<file path="src/rtl/sprite_load_pkg.sv">
// Shared constants and FSM state type for the sprite BRAM loader.
package sprite_load_pkg;

  localparam logic [7:0]  SYNC_BYTE     = 8'hA5;
  localparam int unsigned MEM_DEPTH_DEF = 13312;

  // Pixel = {PH[PIX_HI_W-1:0], PL[PIX_LO_W-1:0]}
  localparam int unsigned PIX_HI_W = 4;
  localparam int unsigned PIX_LO_W = 8;

  typedef enum logic [3:0] {
    StIdle,
    StAddr2,
    StAddr1,
    StAddr0,
    StLen1,
    StLen0,
    StPixHi,
    StPixLo,
    StCsum,
    StDrain
  } state_e;

endpackage

</file>
<file path="src/rtl/sprite_mem_writer_if.sv">
// Byte-stream input and BRAM write port of the sprite loader.
interface sprite_mem_writer_if #(
  parameter int unsigned ADDR_W = 17,
  parameter int unsigned DATA_W = 12
);
  logic [7:0]        in_data;
  logic              in_valid;
  logic              in_ready;
  logic              mem_we;
  logic [ADDR_W-1:0] mem_addr;
  logic [DATA_W-1:0] mem_wdata;

  modport master (
    output in_data, in_valid,
    input  in_ready, mem_we, mem_addr, mem_wdata
  );

  modport slave (
    input  in_data, in_valid,
    output in_ready, mem_we, mem_addr, mem_wdata
  );
endinterface

</file>
<file path="src/rtl/pixel_wr_fifo.sv">
// Synchronous FIFO holding {addr, pixel} entries awaiting a BRAM write window.
module pixel_wr_fifo #(
  parameter int unsigned WIDTH = 29,
  parameter int unsigned DEPTH = 16
) (
  input  logic             clk,
  input  logic             rst,
  input  logic             push_i,
  input  logic [WIDTH-1:0] wdata_i,
  input  logic             pop_i,
  output logic [WIDTH-1:0] rdata_o,
  output logic             full_o,
  output logic             empty_o
);
  localparam int unsigned PTR_W = $clog2(DEPTH);

  logic [WIDTH-1:0] mem_q [DEPTH];
  logic [PTR_W:0]   wr_ptr_q, wr_ptr_d;
  logic [PTR_W:0]   rd_ptr_q, rd_ptr_d;
  logic             do_push, do_pop;

  // Extra pointer bit distinguishes full from empty when the indices match.
  assign empty_o = (wr_ptr_q == rd_ptr_q);
  assign full_o  = (wr_ptr_q[PTR_W] != rd_ptr_q[PTR_W]) &&
                   (wr_ptr_q[PTR_W-1:0] == rd_ptr_q[PTR_W-1:0]);
  assign do_push = push_i && !full_o;
  assign do_pop  = pop_i && !empty_o;
  assign rdata_o = mem_q[rd_ptr_q[PTR_W-1:0]];

  always_comb begin
    wr_ptr_d = wr_ptr_q;
    rd_ptr_d = rd_ptr_q;
    if (do_push) wr_ptr_d = wr_ptr_q + 1'b1;
    if (do_pop)  rd_ptr_d = rd_ptr_q + 1'b1;
  end

  always_ff @(posedge clk or posedge rst) begin
    if (rst) begin
      wr_ptr_q <= '0;
      rd_ptr_q <= '0;
    end else begin
      wr_ptr_q <= wr_ptr_d;
      rd_ptr_q <= rd_ptr_d;
    end
  end

  always_ff @(posedge clk) begin
    if (do_push) mem_q[wr_ptr_q[PTR_W-1:0]] <= wdata_i;
  end

endmodule

</file>
<file path="src/rtl/sprite_mem_writer.sv">
// Parses framed pixel packets from a byte stream and commits them to the sprite BRAM
// only while wr_window is open.
module sprite_mem_writer
  import sprite_load_pkg::*;
#(
  parameter int unsigned ADDR_W     = 17,
  parameter int unsigned DATA_W     = 12,
  parameter int unsigned MEM_DEPTH  = MEM_DEPTH_DEF,
  parameter int unsigned FIFO_DEPTH = 16
) (
  input  logic                clk,
  input  logic                rst,
  input  logic                wr_window,
  sprite_mem_writer_if.slave  bus,
  output logic                busy,
  output logic                done,
  output logic                err_csum,
  output logic                err_range
);
  localparam int unsigned FIFO_W = ADDR_W + DATA_W;

  state_e              state_q, state_d;
  logic [ADDR_W-1:0]   addr_cur_q, addr_cur_d;
  logic [15:0]         remain_q, remain_d;
  logic [7:0]          csum_q, csum_d;
  logic [PIX_HI_W-1:0] pix_hi_q, pix_hi_d;
  logic                err_csum_q, err_csum_d;
  logic                err_range_q, err_range_d;
  logic                done_q, done_d;
  logic                mem_we_q, mem_we_d;
  logic [ADDR_W-1:0]   mem_addr_q, mem_addr_d;
  logic [DATA_W-1:0]   mem_wdata_q, mem_wdata_d;

  logic              accept, in_range;
  logic              fifo_push, fifo_pop, fifo_full, fifo_empty;
  logic [FIFO_W-1:0] fifo_wdata, fifo_rdata;

  // Plain full (not full && !pop) keeps in_ready off the write-window path.
  assign bus.in_ready = !((state_q == StDrain) || ((state_q == StPixLo) && fifo_full));
  assign accept       = bus.in_valid && bus.in_ready;
  assign in_range     = 32'(addr_cur_q) < MEM_DEPTH;
  assign fifo_pop     = !fifo_empty && wr_window;
  assign fifo_wdata   = {addr_cur_q, DATA_W'({pix_hi_q, bus.in_data})};

  always_comb begin
    state_d     = state_q;
    addr_cur_d  = addr_cur_q;
    remain_d    = remain_q;
    csum_d      = csum_q;
    pix_hi_d    = pix_hi_q;
    err_csum_d  = err_csum_q;
    err_range_d = err_range_q;
    done_d      = 1'b0;
    fifo_push   = 1'b0;

    unique case (state_q)
      StIdle: begin
        if (accept && (bus.in_data == SYNC_BYTE)) begin
          err_csum_d  = 1'b0;
          err_range_d = 1'b0;
          csum_d      = 8'h00;
          state_d     = StAddr2;
        end
      end
      StAddr2: if (accept) begin
        addr_cur_d = ADDR_W'({bus.in_data[0], 16'h0000});
        state_d    = StAddr1;
      end
      StAddr1: if (accept) begin
        addr_cur_d[15:8] = bus.in_data;
        state_d          = StAddr0;
      end
      StAddr0: if (accept) begin
        addr_cur_d[7:0] = bus.in_data;
        state_d         = StLen1;
      end
      StLen1: if (accept) begin
        remain_d[15:8] = bus.in_data;
        state_d        = StLen0;
      end
      StLen0: if (accept) begin
        remain_d = {remain_q[15:8], bus.in_data};
        state_d  = (remain_d == 16'd0) ? StCsum : StPixHi;
      end
      StPixHi: if (accept) begin
        pix_hi_d = bus.in_data[PIX_HI_W-1:0];
        csum_d   = csum_q ^ bus.in_data;
        state_d  = StPixLo;
      end
      StPixLo: if (accept) begin
        csum_d = csum_q ^ bus.in_data;
        // Out-of-range pixels are consumed and checksummed but never stored.
        if (in_range) fifo_push   = 1'b1;
        else          err_range_d = 1'b1;
        addr_cur_d = addr_cur_q + ADDR_W'(1);
        remain_d   = remain_q - 16'd1;
        state_d    = (remain_q == 16'd1) ? StCsum : StPixHi;
      end
      StCsum: if (accept) begin
        if (bus.in_data != csum_q) err_csum_d = 1'b1;
        state_d = StDrain;
      end
      StDrain: begin
        if (fifo_empty) begin
          done_d  = 1'b1;
          state_d = StIdle;
        end
      end
      default: state_d = StIdle;
    endcase
  end

  always_comb begin
    mem_we_d    = fifo_pop;
    mem_addr_d  = mem_addr_q;
    mem_wdata_d = mem_wdata_q;
    if (fifo_pop) begin
      mem_addr_d  = fifo_rdata[FIFO_W-1:DATA_W];
      mem_wdata_d = fifo_rdata[DATA_W-1:0];
    end
  end

  always_ff @(posedge clk or posedge rst) begin
    if (rst) begin
      state_q     <= StIdle;
      addr_cur_q  <= '0;
      remain_q    <= '0;
      csum_q      <= '0;
      pix_hi_q    <= '0;
      err_csum_q  <= 1'b0;
      err_range_q <= 1'b0;
      done_q      <= 1'b0;
      mem_we_q    <= 1'b0;
      mem_addr_q  <= '0;
      mem_wdata_q <= '0;
    end else begin
      state_q     <= state_d;
      addr_cur_q  <= addr_cur_d;
      remain_q    <= remain_d;
      csum_q      <= csum_d;
      pix_hi_q    <= pix_hi_d;
      err_csum_q  <= err_csum_d;
      err_range_q <= err_range_d;
      done_q      <= done_d;
      mem_we_q    <= mem_we_d;
      mem_addr_q  <= mem_addr_d;
      mem_wdata_q <= mem_wdata_d;
    end
  end

  pixel_wr_fifo #(
    .WIDTH (FIFO_W),
    .DEPTH (FIFO_DEPTH)
  ) u_fifo (
    .clk     (clk),
    .rst     (rst),
    .push_i  (fifo_push),
    .wdata_i (fifo_wdata),
    .pop_i   (fifo_pop),
    .rdata_o (fifo_rdata),
    .full_o  (fifo_full),
    .empty_o (fifo_empty)
  );

  assign bus.mem_we    = mem_we_q;
  assign bus.mem_addr  = mem_addr_q;
  assign bus.mem_wdata = mem_wdata_q;
  assign busy          = (state_q != StIdle);
  assign done          = done_q;
  assign err_csum      = err_csum_q;
  assign err_range     = err_range_q;

endmodule
</file>
<file path="src/flat_wrapper.sv">
// flat-port wrapper written by rule: the top's interface ports become plain ports
module sprite_mem_writer_flat import sprite_load_pkg::*;
#(
  parameter int unsigned ADDR_W     = 17,
  parameter int unsigned DATA_W     = 12,
  parameter int unsigned MEM_DEPTH  = MEM_DEPTH_DEF,
  parameter int unsigned FIFO_DEPTH = 16
)
  (clk, rst, wr_window, busy, done, err_csum, err_range, bus_in_data, bus_in_valid, bus_in_ready, bus_mem_we, bus_mem_addr, bus_mem_wdata);
  sprite_mem_writer_if #(.ADDR_W(ADDR_W), .DATA_W(DATA_W)) bus_i ();
  input  logic clk;
  input  logic rst;
  input  logic wr_window;
  output logic busy;
  output logic done;
  output logic err_csum;
  output logic err_range;
  input wire logic [$bits(bus_i.in_data)-1:0] bus_in_data;
  input wire logic [$bits(bus_i.in_valid)-1:0] bus_in_valid;
  output wire logic [$bits(bus_i.in_ready)-1:0] bus_in_ready;
  output wire logic [$bits(bus_i.mem_we)-1:0] bus_mem_we;
  output wire logic [$bits(bus_i.mem_addr)-1:0] bus_mem_addr;
  output wire logic [$bits(bus_i.mem_wdata)-1:0] bus_mem_wdata;
  assign bus_i.in_data = bus_in_data;
  assign bus_i.in_valid = bus_in_valid;
  assign bus_in_ready = bus_i.in_ready;
  assign bus_mem_we = bus_i.mem_we;
  assign bus_mem_addr = bus_i.mem_addr;
  assign bus_mem_wdata = bus_i.mem_wdata;
  sprite_mem_writer #(.ADDR_W(ADDR_W), .DATA_W(DATA_W), .MEM_DEPTH(MEM_DEPTH), .FIFO_DEPTH(FIFO_DEPTH)) u_core (.clk(clk), .rst(rst), .wr_window(wr_window), .bus(bus_i), .busy(busy), .done(done), .err_csum(err_csum), .err_range(err_range));
endmodule
</file>
<file path="config.mk">
export PLATFORM = sky130hd
export DESIGN_NAME = sprite_mem_writer_flat
export DESIGN_NICKNAME = d
export VERILOG_FILES = /design/src/rtl/sprite_load_pkg.sv /design/src/rtl/sprite_mem_writer_if.sv /design/src/rtl/pixel_wr_fifo.sv /design/src/rtl/sprite_mem_writer.sv /design/src/flat_wrapper.sv
export SDC_FILE = /design/constraint.sdc
export NUM_CORES = 1
export LEC_CHECK = 0
export CAP_MARGIN = 40
export CORE_ASPECT_RATIO = 0.8
export CORE_MARGIN = 2
export CORE_UTILIZATION = 50
export DETAILED_ROUTE_END_ITERATION = 16
export GPL_TIMING_DRIVEN = 0
export PLACE_DENSITY = 0.66
export SLEW_MARGIN = 25
export SYNTH_ARGS = -nofsm -noshare
export SYNTH_HDL_FRONTEND = slang
export SYNTH_HIERARCHICAL = 1
export SYNTH_SLANG_ARGS = --single-unit
</file>
<file path="constraint.sdc">
create_clock -name clk -period 8.79 [get_ports clk]
set_input_delay 2.637 -clock clk [delete_from_list [all_inputs] [get_ports clk]]
set_output_delay 2.637 -clock clk [all_outputs]
set_load 0.05 [all_outputs]
</file>
== Yosys cells after proc, flatten, opt, wreduce, memory -nomap -nowiden ==
Memory sizes are Yosys's and may differ from the RTL's. A register that Yosys moved wholly into a read port is not among the register bits.
Cells that the tools add are included.

* Equal/unequal tests: 28
* Add/subtract/negate cells: 4
* Reductions and logical operators: 33
* Mux-type cells: 40
* Order comparisons: 1
* Bitwise logic cells: 2

{| class="wikitable"
|+ Operators by type and width
! operator !! count
|-
| 8-bit case mux with 3 select lines || 3
|-
| 4-bit 2-to-1 mux || 12
|-
| 4-bit case mux with 10 select lines || 1
|-
| 17-bit 2-to-1 mux || 2
|-
| 8-bit 2-to-1 mux || 4
|-
| 8-bit case mux with 2 select lines || 2
|-
| 2-bit by 1-bit != test with 1-bit output, second input constant || 12
|-
| 4-bit AND reduction || 5
|-
| 17-bit by 1-bit adder with 17-bit output, second input constant || 1
|-
| 17-bit by 14-bit less-than comparator with 1-bit output, second input constant || 1
|-
| 16-bit by 1-bit == test with 1-bit output, second input constant || 1
|-
| 4-bit by 3-bit == test with 1-bit output, second input constant || 4
|-
| 16-bit logical NOT || 1
|-
| 16-bit 2-to-1 mux || 1
|-
| 16-bit by 1-bit subtractor with 16-bit output, second input constant || 1
|-
| 1-bit 2-to-1 mux || 12
|-
| 2-bit nonzero test || 6
|-
| 5-bit by 1-bit adder with 5-bit output, second input constant || 2
|-
| 10-bit AND reduction || 1
|-
| 3-bit AND reduction || 3
|-
| 4-bit by 2-bit == test with 1-bit output, second input constant || 2
|-
| 4-bit == test, second input constant || 2
|-
| 8-bit == test, second input constant || 1
|-
| 8-bit != test || 1
|-
| 16 further kinds || 27
|}

* Output and inout port bits: 35
* Bits in writable memories: 464
* Logic and storage cells: 123
* Input port bits: 12
* Register bits after elaboration: 63
* Memories kept: 1

{| class="wikitable"
|+ Memory list
! memory !! depth !! width !! rd ports !! clocked after Yosys merged registers in !! wr ports !! line !! RTL
|-
| u_core.u_fifo.mem_q || 16 || 29 || 1 || 1 || 1 || pixel_wr_fifo.sv:17 || <nowiki>logic [WIDTH-1:0] mem_q [DEPTH];</nowiki>
|}

== Depth between registers and ports, before layout ==
* Depth in word-level cells: 11
* Mapped depth: 12
* Mapped depth without buffers: 10

== Hierarchy ==
Netlist, hierarchy kept.

{| class="wikitable"
|+ By module, submodules not included
! module !! times used !! area each (sq um) !! cells an instance
|-
| pixel_wr_fifo || 1 || 18,114.9 || 795
|-
| sprite_mem_writer || 1 || 4,486.8 || 459
|}

== Worst setup path before layout ==
No wires, ideal clock.

* Kind: in2reg
* Start: input port bus_in_valid
* End: memory u_core.u_fifo.mem_q[12][0], enable pin
* Stages on the path: 6
* Arrival: 6.099 ns
* Path buffers: 2
* Setup slack: 2.240 ns
* Required time: 8.339 ns
* Cells stage by stage: clkbuf_1 > o211ai_1 > buf_2 > nor3_1 > nand2_1 > nor3_1

* Cells in the longest elaborated chain, start to end: 6

{| class="wikitable"
|+ Ends and longest elaborated chain
! element !! line !! RTL
|-
| start: declaration || flat_wrapper.sv:19 || <nowiki>input wire logic [$bits(bus_i.in_valid)-1:0] bus_in_valid;</nowiki>
|-
| 1-bit logical AND || sprite_mem_writer.sv:40 || <nowiki>assign accept = bus.in_valid && bus.in_ready;</nowiki>
|-
| 1-bit 2-to-1 mux || sprite_mem_writer.sv:90 || <nowiki>StPixLo: if (accept) begin</nowiki>
|-
| 1-bit 2-to-1 mux || sprite_mem_writer.sv:56 || <nowiki>unique case (state_q)</nowiki>
|-
| named net u_core.fifo_push || sprite_mem_writer.sv:35 || <nowiki>logic fifo_push, fifo_pop, fifo_full, fifo_empty;</nowiki>
|-
| 1-bit logical AND || pixel_wr_fifo.sv:26 || <nowiki>assign do_push = push_i && !full_o;</nowiki>
|-
| 1-bit 2-to-1 mux || pixel_wr_fifo.sv:48 || <nowiki>if (do_push) mem_q[wr_ptr_q[PTR_W-1:0]] <= wdata_i;</nowiki>
|-
| 1-bit 2-to-1 mux (not written as such) || pixel_wr_fifo.sv:48 ||
|-
| end: declaration || pixel_wr_fifo.sv:17 ||
|}

The timed path passes the listed nets, and every way through them passes these cells.

== Worst setup path in the final report ==
* Start: input port bus_in_valid
* End: memory u_core.u_fifo.mem_q[12][9], enable pin

The elaborated chain is that of the path after synthesis.

==> flow_summary.json <==
{
  "synth_top_area_share": 0.6165,
  "synth-edff-count": 464,
  "setup_slack_ns": 2.603,
  "drt_wl_total_um": 53420,
  "numCtsBuffers": 54,
  "dieArea_um2": 46930,
  "p_int_uw": 5726,
  "cts.sinks": 556,
  "finalNetCount": 1414,
  "vias_per_cell": 6.177,
  "cp-start-kind": "primary input",
  "hp-class": "flop to flop",
  "power.density_nw_per_um2": 319.5,
  "p_leak_uw": 0.008833,
  "boundaryPins": 47,
  "grt_first_pass_wirelength_um": 80160,
  "cp_cell_sequence": "clkdlybuf4s50_1 > clkbuf_1 > o211ai_1 > buf_2 > nor3_2 > nand2_1 > nor3_2 > buf_4 > buf_4",
  "wl_per_cell_um": 26.16,
  "crit_fanout": 10,
  "drv_slew": 0,
  "synth_fa_ha_area_frac": 0.004429,
  "clk_pin_slew_ns": 0.06,
  "cts_setup_buffers": 0,
  "syn2layout_area_growth_pct": 17.21,
  "rsz0062_at_grt": "no",
  "clock_latency_ns": 0.61,
  "cts_buffer_depth": 3,
  "start_util": 0.5074,
  "synth-async-reset-ratio": 0.1655,
  "synth_compound_area_frac": 0.06006,
  "crit_type": "primary input to flop",
  "ant_nets": 0,
  "power_uw": 8464,
  "whs_ns": 0.4910,
  "grt_max_degree": 66,
  "synth_ff_type": "edfxtp_1",
  "critical_path.max_stage_delay_ns": 0.69,
  "clkPwrFrac": 0.285,
  "ys_top_cells_by_area": "edfxtp_1 62%, mux4_2 12%, dfrtp_1 10%",
  "design_area_um2": 26490,
  "dieWidth_um": 241.7,
  "ys_types": 76,
  "placed_area_um2": 24630,
  "die_h_um": 194.2,
  "fmax_mhz": 161.6,
  "worstMarginPinSlew_ns": 0.8827,
  "dr.pass1.iters": 6,
  "fin_crit_ns": 6.187,
  "power_frac_seq": 0.409,
  "gp_congestion": 0.8465,
  "grt_use_total": 0.2307,
  "synth.yosys.seq_area_share": 0.7183,
  "slew_headroom": 0.4067,
  "pre_cts_slack_ns": 2.042,
  "synth_area_um2": 22600,
  "p_sw_uw": 2738,
  "avgSynthCellArea_um2": 18.02,
  "ys_ff_latch": 556,
  "drtIter0Drc": 1237,
  "report.final.hold_viol_count": 0,
  "row_count": 69,
  "gr-total-overflow": 0,
  "grt_pass1_vias": 12640,
  "setup_viol": 0,
  "ir_drop_mv": 0.1868,
  "crit_slowest_cell": "nor3_2",
  "cts_max_level": 2,
  "synth_warnings": 6,
  "path_delay_family": "buffers and inverters",
  "n_antenna_cell": 0,
  "cap_violations": 0,
  "cts_root_buf": "clkbuf_16",
  "synth-xor-area-share": 0.008802,
  "cts_resized": 0,
  "port_buffers": 46,
  "vias": 12610,
  "synthCells": 1254,
  "totalNegativeSetupSlack_ns": 0,
  "period_share": 0.7039,
  "path_buf_inv": 5,
  "drc": 0,
  "syn-num-nets": 1274,
  "yosys-mux-area-fraction": 0.1335,
  "synth_top_family_by_area": "multiplexers",
  "worstPathArrival_ns": 6.49,
  "p_sw_frac": 0.3235,
  "cts_tree": "built",
  "required_ns": 9.09,
  "yosysTopAreaCell": "edfxtp_1",
  "end_kind": "flop",
  "placeableCoreArea_um2": 44550,
  "dp_hpwl_um": 35270,
  "combPwrFrac": 0.306,
  "skew_ns": 0.02196,
  "ctsHoldBuffers": 0,
  "final_layout_size_suffix_gt1_frac": 0.2543,
  "antenna_found_initial": 0,
  "yosys.area_share.simple": 0.04949,
  "status": "finished clean"
}
[power by group through the flow]
stage	Combinational [µW]	Sequential [µW]	Clock, µW
6_report	2590	3460	2410
5_1_grt	2750	3500	2560
4_1_cts	2590	3460	2460
3_5_place_dp	2580	3520	0
3_3_place_gp	2530	3490	0
2_1_floorplan	1590	3660	0
[cell families (layout without fill, tap and decap cells)]
kind of cell	count (synthesis)	count (layout)
XOR/XNOR	21	21
AO/OA/AOI/OAI	214	214
AND/OR/NAND/NOR	211	211
flip-flops	556	556
adder cells (fa/ha/maj)	8	8
multiplexers	152	152
buffers and inverters	92	277
[per-stage QoR]
step | std cells | util
finish | 2042 | 0.5947
global route | 2042 | 0.5947
CTS | 2042 | 0.5947
detailed placement | 1941 | 0.5529
global placement | 1903 | 0.5346
floorplan | 1254 | -
[flip-flops by register name, summed over array words and instances, names as in the netlist, 4 cells and up]
name                    count
u_core/bus.mem_addr        17
u_core/u_fifo/mem_q       464
u_core/remain_q            16
u_core/bus.mem_wdata       12
u_core/addr_cur_q          17
u_core/u_fifo/rd_ptr_q      5
u_core/csum_q               8
u_core/pix_hi_q             4
u_core/state_q              4
u_core/u_fifo/wr_ptr_q      5
[placed cells by master, fill, tap and decap left out, types with 7 or more instances in the layout]
master and count:
edfxtp_1 464, mux4_2 116, dfrtp_1 92, nor2_1 76, o22ai_1 58, clkbuf_16 55
o21ai_0 55, clkdlybuf4s50_1 46, mux2_2 34, nand2_1 30, clkbuf_1 29, buf_2 29
a21oi_1 25, buf_6 22, buf_16 18, buf_4 15, inv_1 14, xnor2_1 14
nor2_4 13, nor3_1 11, a31oi_1 11, nor3b_1 10, clkbuf_8 9, and3_1 9
a21o_1 8, a32oi_1 8, ha_1 8, bufinv_16 7, clkinv_2 7, nand4_1 7
nand3_1 7, buf_1 7, o21ai_1 7, o22a_1 7
[area by class of cell]
cell class	instances	area [µm²]
Timing Repair Buffer	84	1150
Sequential cell	556	16240
Tap cell	603	754.5
Clock buffer	78	1553
Fill cell	3323	18060
Buffer	76	514.2
Clock inverter	23	309.0
Multi-Input combinational cell	606	5909
Inverter	16	65.06
[per-layer routing]
metal | vias up | GRT usage | wire, µm
li1 | 5367 | - | -
met5 | - | 0 | 0
met3 | 76 | 0.03654 | 3921
met1 | 6626 | 0.3411 | 23110
met4 | 0 | 0.07133 | 1068
met2 | 544 | 0.3570 | 25310
[worst register-to-register path, cell delays in order, from the launching register on]
cell,delay (ns)
dfrtp_1,0.44
xnor2_1,0.54
nor2_1,0.29
buf_4,0.26
nor2_1,0.11
o211ai_1,0.30
buf_2,0.32
nor3_2,0.50
nand2_1,0.41
nor3_2,0.70
buf_4,0.32
buf_4,0.22
[synthesized netlist by cell type (all sizes together) (3+ instances only)]
cell,instances
a22oi,3
or4,6
and3,9
mux2,35
o22a,7
o211ai,6
clkbuf,17
o21ai,63
nor2,90
nand3,7
a21oi,25
o31a,3
ha,8
o22ai,58
dfrtp,92
a21o,8
xnor2,16
buf,59
xor2,5
nand2b,5
and2,3
or2,3
nor4,8
nand4,8
nand2,30
nor2b,4
a31oi,11
mux4,116
nor3b,10
inv,16
nor3,16
edfxtp,464
a32oi,8
[path summary, 6_finish.rpt]
kind                                            from                         end  slack, ns  cells after the start
max                                     bus_in_valid  u_core/u_fifo/mem_q[12][9]       2.60                      9
max reg2reg                u_core/u_fifo/wr_ptr_q[4]  u_core/u_fifo/mem_q[12][9]       4.09                     11
max in group asynchronous                        rst          u_core/remain_q[6]       5.73                      3
min                                 u_core/err_range            u_core/err_range       0.49                      1
min reg2reg                         u_core/err_range            u_core/err_range       0.49                      1
min in group asynchronous                        rst     u_core/bus.mem_addr[16]       2.37                      2
Note: power is estimated with default switching activity, not from simulation.
